<file path="src/rtl/deser_rr_arbiter.sv">
// Round-robin scheduler sharing one serial-to-parallel deserializer among N_REQ
// serial sources, with a per-grant watchdog that aborts stalled transfers.
module deser_rr_arbiter #(
  parameter int N_REQ   = 4,
  parameter int DATA_W  = 16,
  parameter int TIMEOUT = 64
) (
  input  logic                     clk_i,
  input  logic                     rst_n_i,
  input  logic [N_REQ-1:0]         req_i,
  input  logic [N_REQ-1:0]         data_i,
  input  logic [N_REQ-1:0]         data_val_i,
  output logic [N_REQ-1:0]         gnt_o,
  output logic [$clog2(N_REQ)-1:0] owner_o,
  output logic                     deser_data_o,
  output logic                     deser_data_val_o,
  output logic                     deser_srst_o,
  output logic                     word_done_o,
  output logic [$clog2(N_REQ)-1:0] word_src_o,
  output logic                     abort_o
);

  localparam int ID_W  = $clog2(N_REQ);
  localparam int BIT_W = $clog2(DATA_W);
  localparam int TO_W  = $clog2(TIMEOUT);

  typedef enum logic [1:0] {IDLE, BUSY, FLUSH} state_t;

  state_t             state_reg, state_next;
  logic [ID_W-1:0]    owner_reg, owner_next;
  logic [ID_W-1:0]    last_reg, last_next;
  logic [BIT_W-1:0]   bit_cnt_reg, bit_cnt_next;
  logic [TO_W-1:0]    to_cnt_reg, to_cnt_next;
  logic [N_REQ-1:0]   gnt_reg, gnt_next;
  logic               deser_data_reg, deser_data_next;
  logic               deser_val_reg, deser_val_next;
  logic               deser_srst_reg, deser_srst_next;
  logic               word_done_reg, word_done_next;
  logic [ID_W-1:0]    word_src_reg, word_src_next;
  logic               abort_reg, abort_next;

  // Requests rotated so that bit 0 is the source right after the last grantee.
  logic [2*N_REQ-1:0] req_dbl;
  logic [N_REQ-1:0]   req_rot;
  logic               pick_valid;
  int                 pick_off;
  int                 pick_idx;
  logic [ID_W-1:0]    pick;
  logic [N_REQ-1:0]   pick_onehot;

  assign req_dbl = {req_i, req_i};
  assign req_rot = N_REQ'(req_dbl >> (int'(last_reg) + 1));

  always_comb begin
    pick_valid = 1'b0;
    pick_off   = 0;
    for (int j = 0; j < N_REQ; j++) begin
      if (!pick_valid && req_rot[j]) begin
        pick_off   = j;
        pick_valid = 1'b1;
      end
    end
    pick_idx = int'(last_reg) + 1 + pick_off;
    if (pick_idx >= N_REQ) begin
      pick_idx = pick_idx - N_REQ;
    end
    pick = ID_W'(pick_idx);
  end

  for (genvar gi = 0; gi < N_REQ; gi++) begin : g_onehot
    assign pick_onehot[gi] = (pick == ID_W'(gi));
  end

  always_ff @(posedge clk_i or negedge rst_n_i) begin
    if (!rst_n_i) begin
      state_reg      <= IDLE;
      owner_reg      <= '0;
      last_reg       <= ID_W'(N_REQ - 1);
      bit_cnt_reg    <= '0;
      to_cnt_reg     <= '0;
      gnt_reg        <= '0;
      deser_data_reg <= 1'b0;
      deser_val_reg  <= 1'b0;
      deser_srst_reg <= 1'b0;
      word_done_reg  <= 1'b0;
      word_src_reg   <= '0;
      abort_reg      <= 1'b0;
    end else begin
      state_reg      <= state_next;
      owner_reg      <= owner_next;
      last_reg       <= last_next;
      bit_cnt_reg    <= bit_cnt_next;
      to_cnt_reg     <= to_cnt_next;
      gnt_reg        <= gnt_next;
      deser_data_reg <= deser_data_next;
      deser_val_reg  <= deser_val_next;
      deser_srst_reg <= deser_srst_next;
      word_done_reg  <= word_done_next;
      word_src_reg   <= word_src_next;
      abort_reg      <= abort_next;
    end
  end

  always_comb begin
    state_next      = state_reg;
    owner_next      = owner_reg;
    last_next       = last_reg;
    bit_cnt_next    = bit_cnt_reg;
    to_cnt_next     = to_cnt_reg;
    gnt_next        = gnt_reg;
    deser_data_next = deser_data_reg;
    deser_val_next  = 1'b0;
    deser_srst_next = 1'b0;
    word_done_next  = 1'b0;
    word_src_next   = word_src_reg;
    abort_next      = 1'b0;

    case (state_reg)
      IDLE: begin
        if (pick_valid) begin
          owner_next   = pick;
          last_next    = pick;
          gnt_next     = pick_onehot;
          bit_cnt_next = '0;
          to_cnt_next  = '0;
          state_next   = BUSY;
        end
      end
      BUSY: begin
        deser_data_next = data_i[owner_reg];
        deser_val_next  = data_val_i[owner_reg];
        if (data_val_i[owner_reg]) begin
          to_cnt_next = '0;
          if (bit_cnt_reg == BIT_W'(DATA_W - 1)) begin
            word_done_next = 1'b1;
            word_src_next  = owner_reg;
            gnt_next       = '0;
            bit_cnt_next   = '0;
            state_next     = IDLE;
          end else begin
            bit_cnt_next = bit_cnt_reg + BIT_W'(1);
          end
        end else if (to_cnt_reg == TO_W'(TIMEOUT - 1)) begin
          // Stalled source: drop the grant and resync the deserializer.
          gnt_next        = '0;
          abort_next      = 1'b1;
          deser_srst_next = 1'b1;
          state_next      = FLUSH;
        end else begin
          to_cnt_next = to_cnt_reg + TO_W'(1);
        end
      end
      FLUSH: begin
        state_next = IDLE;
      end
      default: begin
        state_next = IDLE;
      end
    endcase
  end

  assign gnt_o            = gnt_reg;
  assign owner_o          = owner_reg;
  assign deser_data_o     = deser_data_reg;
  assign deser_data_val_o = deser_val_reg;
  assign deser_srst_o     = deser_srst_reg;
  assign word_done_o      = word_done_reg;
  assign word_src_o       = word_src_reg;
  assign abort_o          = abort_reg;

endmodule

</file>
<file path="config.mk">
export PLATFORM = sky130hd
export DESIGN_NAME = deser_rr_arbiter
export DESIGN_NICKNAME = d
export VERILOG_FILES = /design/src/rtl/deser_rr_arbiter.sv
export SDC_FILE = /design/constraint.sdc
export NUM_CORES = 1
export LEC_CHECK = 0
export CAP_MARGIN = 20
export CORE_MARGIN = 5
export CORE_UTILIZATION = 50
export CTS_BUF_LIST = sky130_fd_sc_hd__clkbuf_2
export DETAILED_ROUTE_END_ITERATION = 8
export PLACE_DENSITY = 0.79
export SLEW_MARGIN = 20
export SYNTH_ARGS = -nofsm -noshare
export SYNTH_HDL_FRONTEND = slang
export SYNTH_SLANG_ARGS = --single-unit
</file>
<file path="constraint.sdc">
create_clock -name clk_i -period 4.34 [get_ports clk_i]
set_input_delay 0.434 -clock clk_i [delete_from_list [all_inputs] [get_ports clk_i]]
set_output_delay 0.434 -clock clk_i [all_outputs]
set_load 0.02 [all_outputs]
</file>
## Yosys cells after proc, flatten, opt, wreduce, memory -nomap -nowiden

Index checks and enable logic that the tools add are counted.

- Flip-flop bits (word level): 26
- Input port bits: 14
- Logic and storage cells: 82
- Output and inout port bits: 13

- Magnitude comparators: 2
- Equality and inequality tests: 11
- Multiplexer cells: 37
- Reductions and logical operators: 15
- Add/subtract/negate cells: 5
- Shift-type cells: 1

Operators with widths:

| cell | number |
|---|---|
| $mux 32 | 2 |
| $add 4x32->32 | 1 |
| $ge 32x4->1 const B | 1 |
| $shr 8x32->4 | 1 |
| $mux 4 | 7 |
| $mux 6 | 3 |
| $pmux 4 s2 | 2 |
| $mux 1 | 14 |
| $pmux 6 s2 | 1 |
| $reduce_and 3->1 | 4 |
| $mux 2 | 5 |
| $ne 3x3->1 const B | 3 |
| $add 6x1->6 const B | 1 |
| $eq 6x6->1 const B | 1 |
| $add 4x1->4 const B | 1 |
| $bmux 1 s2 | 2 |
| $eq 2x1->1 const B | 2 |
| $eq 2x2->1 const B | 2 |
| $eq 4x4->1 const B | 1 |
| $logic_not 2->1 | 2 |
| $ne 2x2->1 const B | 2 |
| $pmux 2 s2 | 1 |
| $reduce_and 4->1 | 1 |
| $add 2x1->3 const B | 1 |
| other kinds (6) | 10 |

## Longest topological paths before layout

Gate-level depths: netlist of run 1.

- Word-level depth: 18
- Depth in mapped cells: 10
- Depth with buffers taken out: 9

## Worst setup path before layout of run 1

Ideal clock, no wire load.

- Path type: reg-to-reg
- Start: reg last_reg[1]
- End: reg gnt_reg[2] (netlist: gnt_o[2])
- Data required time: 4.205 ns
- Data arrival time: 1.959 ns
- Path buffers: 1
- Slack: 2.246 ns
- Setup time: 0.135 ns
- Stages on the path, launching flop included: 11
- Clock period less this slack: 2.094 ns
- Cells stage by stage: dfstp_2 > buf_4 > nand2_1 > a2bb2oi_1 > o211ai_1 > o31a_1 > ha_1 > xnor2_1 > xnor2_1 > nor4_2 > o31ai_1

- Longest elaborated chain between the ends: 18
- Elaborated cells between the ends (all ways): 24
- Classes of those cells: 3 x add/sub; 1 x order compare; 2 x eq/ne; 1 x shift; 10 x mux; 7 x reduce/logical

Ends and longest elaborated chain:

| what | RTL line | source |
|---|---|---|
| start, declared | 31 | `logic [ID_W-1:0] last_reg, last_next;` |
| start signal, assigned | 78 | `last_reg <= ID_W'(N_REQ - 1);` |
| start signal, assigned | 91 | `last_reg <= last_next;` |
| $add 2x1->3 * | 52, 63 |  |
| $shr 8x32->4 | 52 | `assign req_rot = N_REQ'(req_dbl >> (int'(last_reg) + 1));` |
| $mux 1 | 58 | `if (!pick_valid && req_rot[j]) begin` |
| $logic_not 1->1 | 58 |  |
| $logic_and 1x1->1 | 58 |  |
| $mux 1 | 58 |  |
| $logic_not 1->1 | 58 |  |
| $logic_and 1x1->1 | 58 |  |
| (+2 left out) | n/a |  |
| $logic_and 1x1->1 | 58 |  |
| $mux 32 | 58 |  |
| $add 4x32->32 | 63 | `pick_idx = int'(last_reg) + 1 + pick_off;` |
| $ge 32x4->1 or $sub 2x1->2 (tied branches) | 64, 65 |  |
| $mux 2 | 64 | `if (pick_idx >= N_REQ) begin` |
| $eq 2x2->1 | 71 | `assign pick_onehot[gi] = (pick == ID_W'(gi));` |
| $mux 4 | 120 | `if (pick_valid) begin` |
| $pmux 4 s2 | 118 | `case (state_reg)` |
| end signal, assigned | 94 | `gnt_reg <= gnt_next;` |
| end, declared | 34 | `logic [N_REQ-1:0] gnt_reg, gnt_next;` |

Mark *: on every way between the ends. The rest lies on a longest branch, timed or not. The select of a mux whose other input is x is not followed.
A chain may end at the register's enable or synchronous reset.

==> flow_summary.yaml, run 1 <==
floorplanning:
  die_h_um: 66.3
  dieWidth_um: 66.3
  die_area_um2: 4390
  core_um2: 3050
  row_count: 20
  num_io_pins: 27
  initial_core_util_pct: 51.9
grt:
  grt.total_usage_pct: 17.1
  grt_max_degree: 27
  top_usage_layer: "met2"
  overflow: 0
  met3_usage_pct: 4.93
  grt_pass1_wl_mm: 5.90
  grt_pass1_vias: 1290
  antenna_found_initial: 0
  use_met1_pct: 21.1
  grtUsageMet2_pct: 29.1
sta:
  relSlewSlack_pct: 54.7
  tns_ns: 0
  hold_viol: 0
  drv_slew: 0
  holdWs_ns: 0.00668
  skew_ns: 0.0159
  fin_ws_ns: 1.69
  finalSetupViolations: 0
  fin_crit_ns: 2.65
  worst_pin_slew_ns: 0.673
  timing.fmax_ghz: 0.377
  rsz0062_at_grt: "no"
  timing.final.crit_share_pct: 61.1
clock_tree:
  postCtsSetupRepairBufs: 0
  cts_buffers: 3
  clk_latency_ns: 0.36
  cts_hold_buf: 0
  cts_tree: "done"
  path_clk_slew_ns: 0.25
  ctsResizeCount: 0
  cts_root_buf: "clkbuf_2"
  numClockSinks: 26
  cts_max_level: 1
  cts_buffer_depth: 2
worst_setup_path:
  critPathBufInv: 2
  cp_slowest_cell: "clkdlybuf4s50_1"
  path_class: "input pin to flip-flop"
  cp_data_arrival_time_ns: 2.94
  regToRegSetupSlack_ns: 1.90
  slowest_delay_ns: 0.58
  crit_chain: "clkdlybuf4s50_1 -> inv_1 -> o21ai_0 -> a21oi_1 -> o31a_1 -> ha_1 -> nor3b_1 -> o311ai_0 -> o211ai_1"
  crit_family: "compound AO/OA/AOI/OAI gates"
  crit_path_end_kind: "flip-flop"
  crit_fanout: 5
  worstPathRequired_ns: 4.63
  setup.worst_path.start_class: "input pin"
pwr:
  p_per_area_nw_per_um2: 654
  power.leakage_nw: 0.791
  p_total_w: 0.00123
  peakVddDrop_mv: 0.352
detailed_routing:
  vias: 1272
  drt-pass1-iter-count: 4
  drc: 0
  drt-total-wl_mm: 3.46
  antenna_left: 0
  wl_per_cell_um: 16.0
  via_per_inst: 5.89
  drtIter0Drc: 86
synth:
  synthArstFlopShare_pct: 100
  synth-main-ff-cell: "dfrtp_1"
  synthSimpleGateAreaFrac_pct: 20.6
  synth_cell_types: 52
  syn_inst: 148
  synth_top_family_by_area: "compound AO/OA/AOI/OAI gates"
  synth_nets: 165
  ys_seq_area_share_pct: 41.2
  synthXorXnorAreaFrac_pct: 2.21
  yosysWarningCount: 0
  synth-seq-cells: 26
  yosys.area_share.adder_pct: 2.37
  synth_compound_gate_area_share_pct: 23.7
  avgSynthCellArea_um2: 10.7
  syn_area_um2: 1580
  synth_edf_count: 0
  synth_mux_area_share_pct: 5.53
final_layout:
  nNetsFinal: 190
  largest_reg_flops: 6
  fin_cells: 216
  diodes: 0
  fill_cells: 271
  area_growth_pct: 19.0
  drive_gt1_share_pct: 15.1
flow_run:
  maxCapViolCount: 0
place:
  placed_cells: 212
  dpl.hpwl_mm: 2.60
  gp_congestion: 0.841
  pre_cts_slack_ns: 1.36
  numPortBuffers: 26
run_status:
  outcome: "finished clean"
hold_path:
  min_path_type: "input pin to asynchronous set/reset pin"
==> per-stage QoR <==
stage | utilization, % | cell area (µm²)
detailed placement | 60.5 | 1850
finish | 61.8 | 1890
global placement | 60.5 | 1850
global route | 61.8 | 1890
floorplan | - | 1580
CTS | 61.9 | 1890
==> cell families (layout without fill, tap and decap cells) <==
group,after synthesis,after routing
AOI/OAI and AO/OA,47,47
and+or+nand+nor,52,52
xor gates and xnor gates,4,4
DFF,26,26
adders and majority gates,3,3
buffers and inverters,10,34
muxes,6,6
==> worst paths after layout <==
check,startpoint,end,cells past startpoint
max,req_i[1],gnt_o[1],9
min,rst_n_i,word_done_o,1
max reg2reg,last_reg[1],gnt_o[1],8
min reg2reg,deser_data_o,deser_data_o,2
max in group asynchronous,rst_n_i,bit_cnt_reg[0],1
min in group clk_i,deser_data_o,deser_data_o,2
==> area by class of cell <==
class	count	area [µm²]	area share, %
multi-input combinational	112	862	45.7
sequential	26	653	34.6
timing repair buffer	26	255	13.5
tap	44	55.1	2.92
clock inverter	1	30.0	1.59
clock buffer	3	15.0	0.796
inverter	4	15.0	0.796
==> per-layer routing <==
| metal | wire (µm) | up-vias | part of all wire (%) |
|---|---|---|---|
| met2 | 1670 | 39 | 48 |
| met4 | 41 | 0 | 1.2 |
| met5 | 0 | - | 0 |
| met1 | 1510 | 610 | 44 |
| met3 | 230 | 7 | 6.6 |
| li1 | - | 616 | - |
==> report_power, final <==
part | internal [W] | leakage (nW) | switching (W)
combinational | 0.000310 | 0.430 | 0.000341
clock | 0.0000793 | 0.0266 | 0.0000732
sequential | 0.000336 | 0.334 | 0.0000951
total | 0.000725 | 0.791 | 0.000509
==> cell usage in the layout, fill, tap and decap left out, drive strengths merged, types with 3 or more instances in the layout <==
cell and instances:
o31ai 11, dfrtp 24, nand2b 3, or3b 3, o21ai 8, a21o 4, nand4 3, xnor2 4
inv 4, clkbuf 3, ha 3, a211oi 3, nor3 4, nand3 4, nor2 6, o211ai 3
a21oi 6, clkdlybuf4s50 25, nand2 12
==> synth_stat cells (4+ instances only) <==
cell     number  area [µm²]
dfrtp_1      24         601
nand2_1      12        45.0
o31ai_1      11        82.6
o21ai_0       6        30.0
a21oi_1       5        25.0
nor2_1        5        18.8
a21o_1        4        30.0
inv_1         4        15.0
nand3_1       4        20.0
nor3_1        4        20.0
xnor2_1       4        35.0
Power figures use the tool's default switching activity.
==> inputs of run 2 (changes only) <==
clock period = 2.6 ns   (was 4.34 ns; I/O delays follow)
==> run 2 against run 1 <==
Compared with the run above: die area is the same; sequential power grew 67%; critical path depth is the same; hold slack gained 0.21 ns; sequential cell count is the same; critical path type is now flip-flop to flip-flop.
==> flow_summary.yaml, run 2 (synthesis results as in run 1) <==
run_status:
  outcome: "finished clean"
worst_setup_path:
  cp-startpoint: "last_reg[1]"
  path_class: "flip-flop to flip-flop"
  cpMostUsedCell: "xnor2_1"
  worstPathRequired_ns: 2.85
  slowest_delay_ns: 0.70
  crit_fanout: 12
  rr_startpoint: "last_reg[1]"
  r2r_cells: 9
  cp_slowest_cell: "dfstp_2"
  setup.worst_path.start_class: "flip-flop"
  regToRegSetupSlack_ns: 0.27
  crit_path_end: "gnt_o[2]"
  cp_data_arrival_time_ns: 2.58
  crit_path_end_kind: "flip-flop"
  crit_chain: "nand2_1 -> a2bb2oi_1 -> o211ai_1 -> o31a_1 -> ha_1 -> xnor2_1 -> xnor2_1 -> nor4_2 -> o31ai_1"
  rr_endpoint: "gnt_o[2]"
grt:
  antenna_found_initial: 0
  grt.total_usage_pct: 16.9
  grt_pass1_wl_mm: 5.82
  overflow: 0
  grt_max_degree: 16
  grt_pass1_vias: 1281
detailed_routing:
  vias: 1301
  drt-pass1-iter-count: 4
  via_per_inst: 5.89
  wl_per_cell_um: 15.9
  antenna_left: 0
  drtIter0Drc: 122
  drt-total-wl_mm: 3.51
  drc: 0
floorplanning:
  die_area_um2: 4390
  row_count: 20
  core_um2: 3050
  initial_core_util_pct: 51.9
  die_h_um: 66.3
  dieWidth_um: 66.3
  num_io_pins: 27
clock_tree:
  clk_latency_ns: 0.34
  path_clk_slew_ns: 0.22
  cts_root_buf: "clkbuf_2"
  ctsResizeCount: 0
  cts_max_level: 1
  cts_tree: "done"
  cts_buffers: 3
  cts_buffer_depth: 2
  postCtsSetupRepairBufs: 0
  numClockSinks: 26
  cts_hold_buf: 0
place:
  post_dp_cell_area_um2: 1880
  gp_congestion: 0.898
  dpl.hpwl_mm: 2.64
  numPortBuffers: 26
final_layout:
  diodes: 0
  fin_util_pct: 62.3
  mostFrequentLayoutCells: "clkdlybuf4s50_1 (26), dfrtp_1 (24), nand2_1 (12), o31ai_1 (11), o21ai_0 (6)"
  fill_cells: 258
  final_common_cell: "clkdlybuf4s50_1"
  largest_reg_flops: 6
  area_growth_pct: 20.1
  drive_gt1_share_pct: 16.9
  nNetsFinal: 195
  design_area_um2: 1900
hold_path:
  min_path_type: "input pin to asynchronous set/reset pin"
pwr:
  peakVddDrop_mv: 0.504
  p_total_w: 0.00198
  p_per_area_nw_per_um2: 1040
  power.leakage_nw: 0.806
sta:
  rsz0062_at_grt: "no"
  timing.final.crit_share_pct: 89.6
  finalSetupViolations: 0
  skew_ns: 0.00148
  fin_crit_ns: 2.33
  worst_pin_slew_ns: 0.519
  drv_slew: 0
  relSlewSlack_pct: 65.3
  hold_viol: 0
  timing.fmax_ghz: 0.429
flow_run:
  maxCapViolCount: 0
==> run 2: how the worst min path moves through the flow <==
| stage | from | end | slack (ns) | depth (start not counted) |
|---|---|---|---|---|
| 2_1_floorplan | rst_n_i | abort_o | -0.04 | 0 |
| 3_3_place_gp | deser_data_o | deser_data_o | 0.47 | 2 |
| 3_5_place_dp | deser_data_o | deser_data_o | 0.48 | 2 |
| 4_1_cts | rst_n_i | bit_cnt_reg[2] | 0.23 | 1 |
| 5_1_grt | rst_n_i | to_cnt_reg[5] | 0.22 | 1 |
| 6_report | rst_n_i | bit_cnt_reg[2] | 0.22 | 1 |
==> run 2: critical path, delay by kind of cell, from the launching register on <==
family                     cells  cell delay [ns]
DFF                            1             0.70
AOI/OAI and AO/OA              4             0.49
xor gates and xnor gates       2             0.44
and+or+nand+nor                2             0.42
adders and majority gates      1             0.19
==> run 2: metrics by stage <==
stage / hold WS (ns) / worst slack [ns] / TNS [ns] / cells
6_report: 0.216 / 0.270 / 0 / 221
5_1_grt: 0.221 / 0.0679 / 0 / 221
4_1_cts: 0.227 / 0.283 / 0 / 221
3_5_place_dp: 0.484 / -0.00199 / -0.00199 / 217
3_3_place_gp: 0.468 / 0.0890 / 0 / 217
2_1_floorplan: -0.0356 / 0.506 / 0 / 148
==> run 2: area by class of cell <==
type,instances,area [µm²],share of cell area [%]
clock buffers,4,20.0,1.05
inverters,4,15.0,0.789
multi-input cells,112,862,45.3
flip-flops and latches,26,653,34.3
well taps,44,55.1,2.89
repair buffers,31,298,15.6
==> run 2: report_power, final <==
group          total (W)  switching [W]  internal, W  leakage [nW]
Sequential      0.000720       0.000160     0.000560         0.334
Clock           0.000154       0.000114    0.0000406        0.0166
Combinational    0.00110       0.000576     0.000525         0.455
==> run 2: per-layer routing <==
metal  global-route usage, %  vias to the layer above  part of all wire [%]
met4                    5.84                        0                   1.4
met1                    23.3                      619                    46
li1                        -                      629                     -
met5                       0                        -                     0
met3                    3.23                        7                   6.4
met2                    26.4                       46                    46
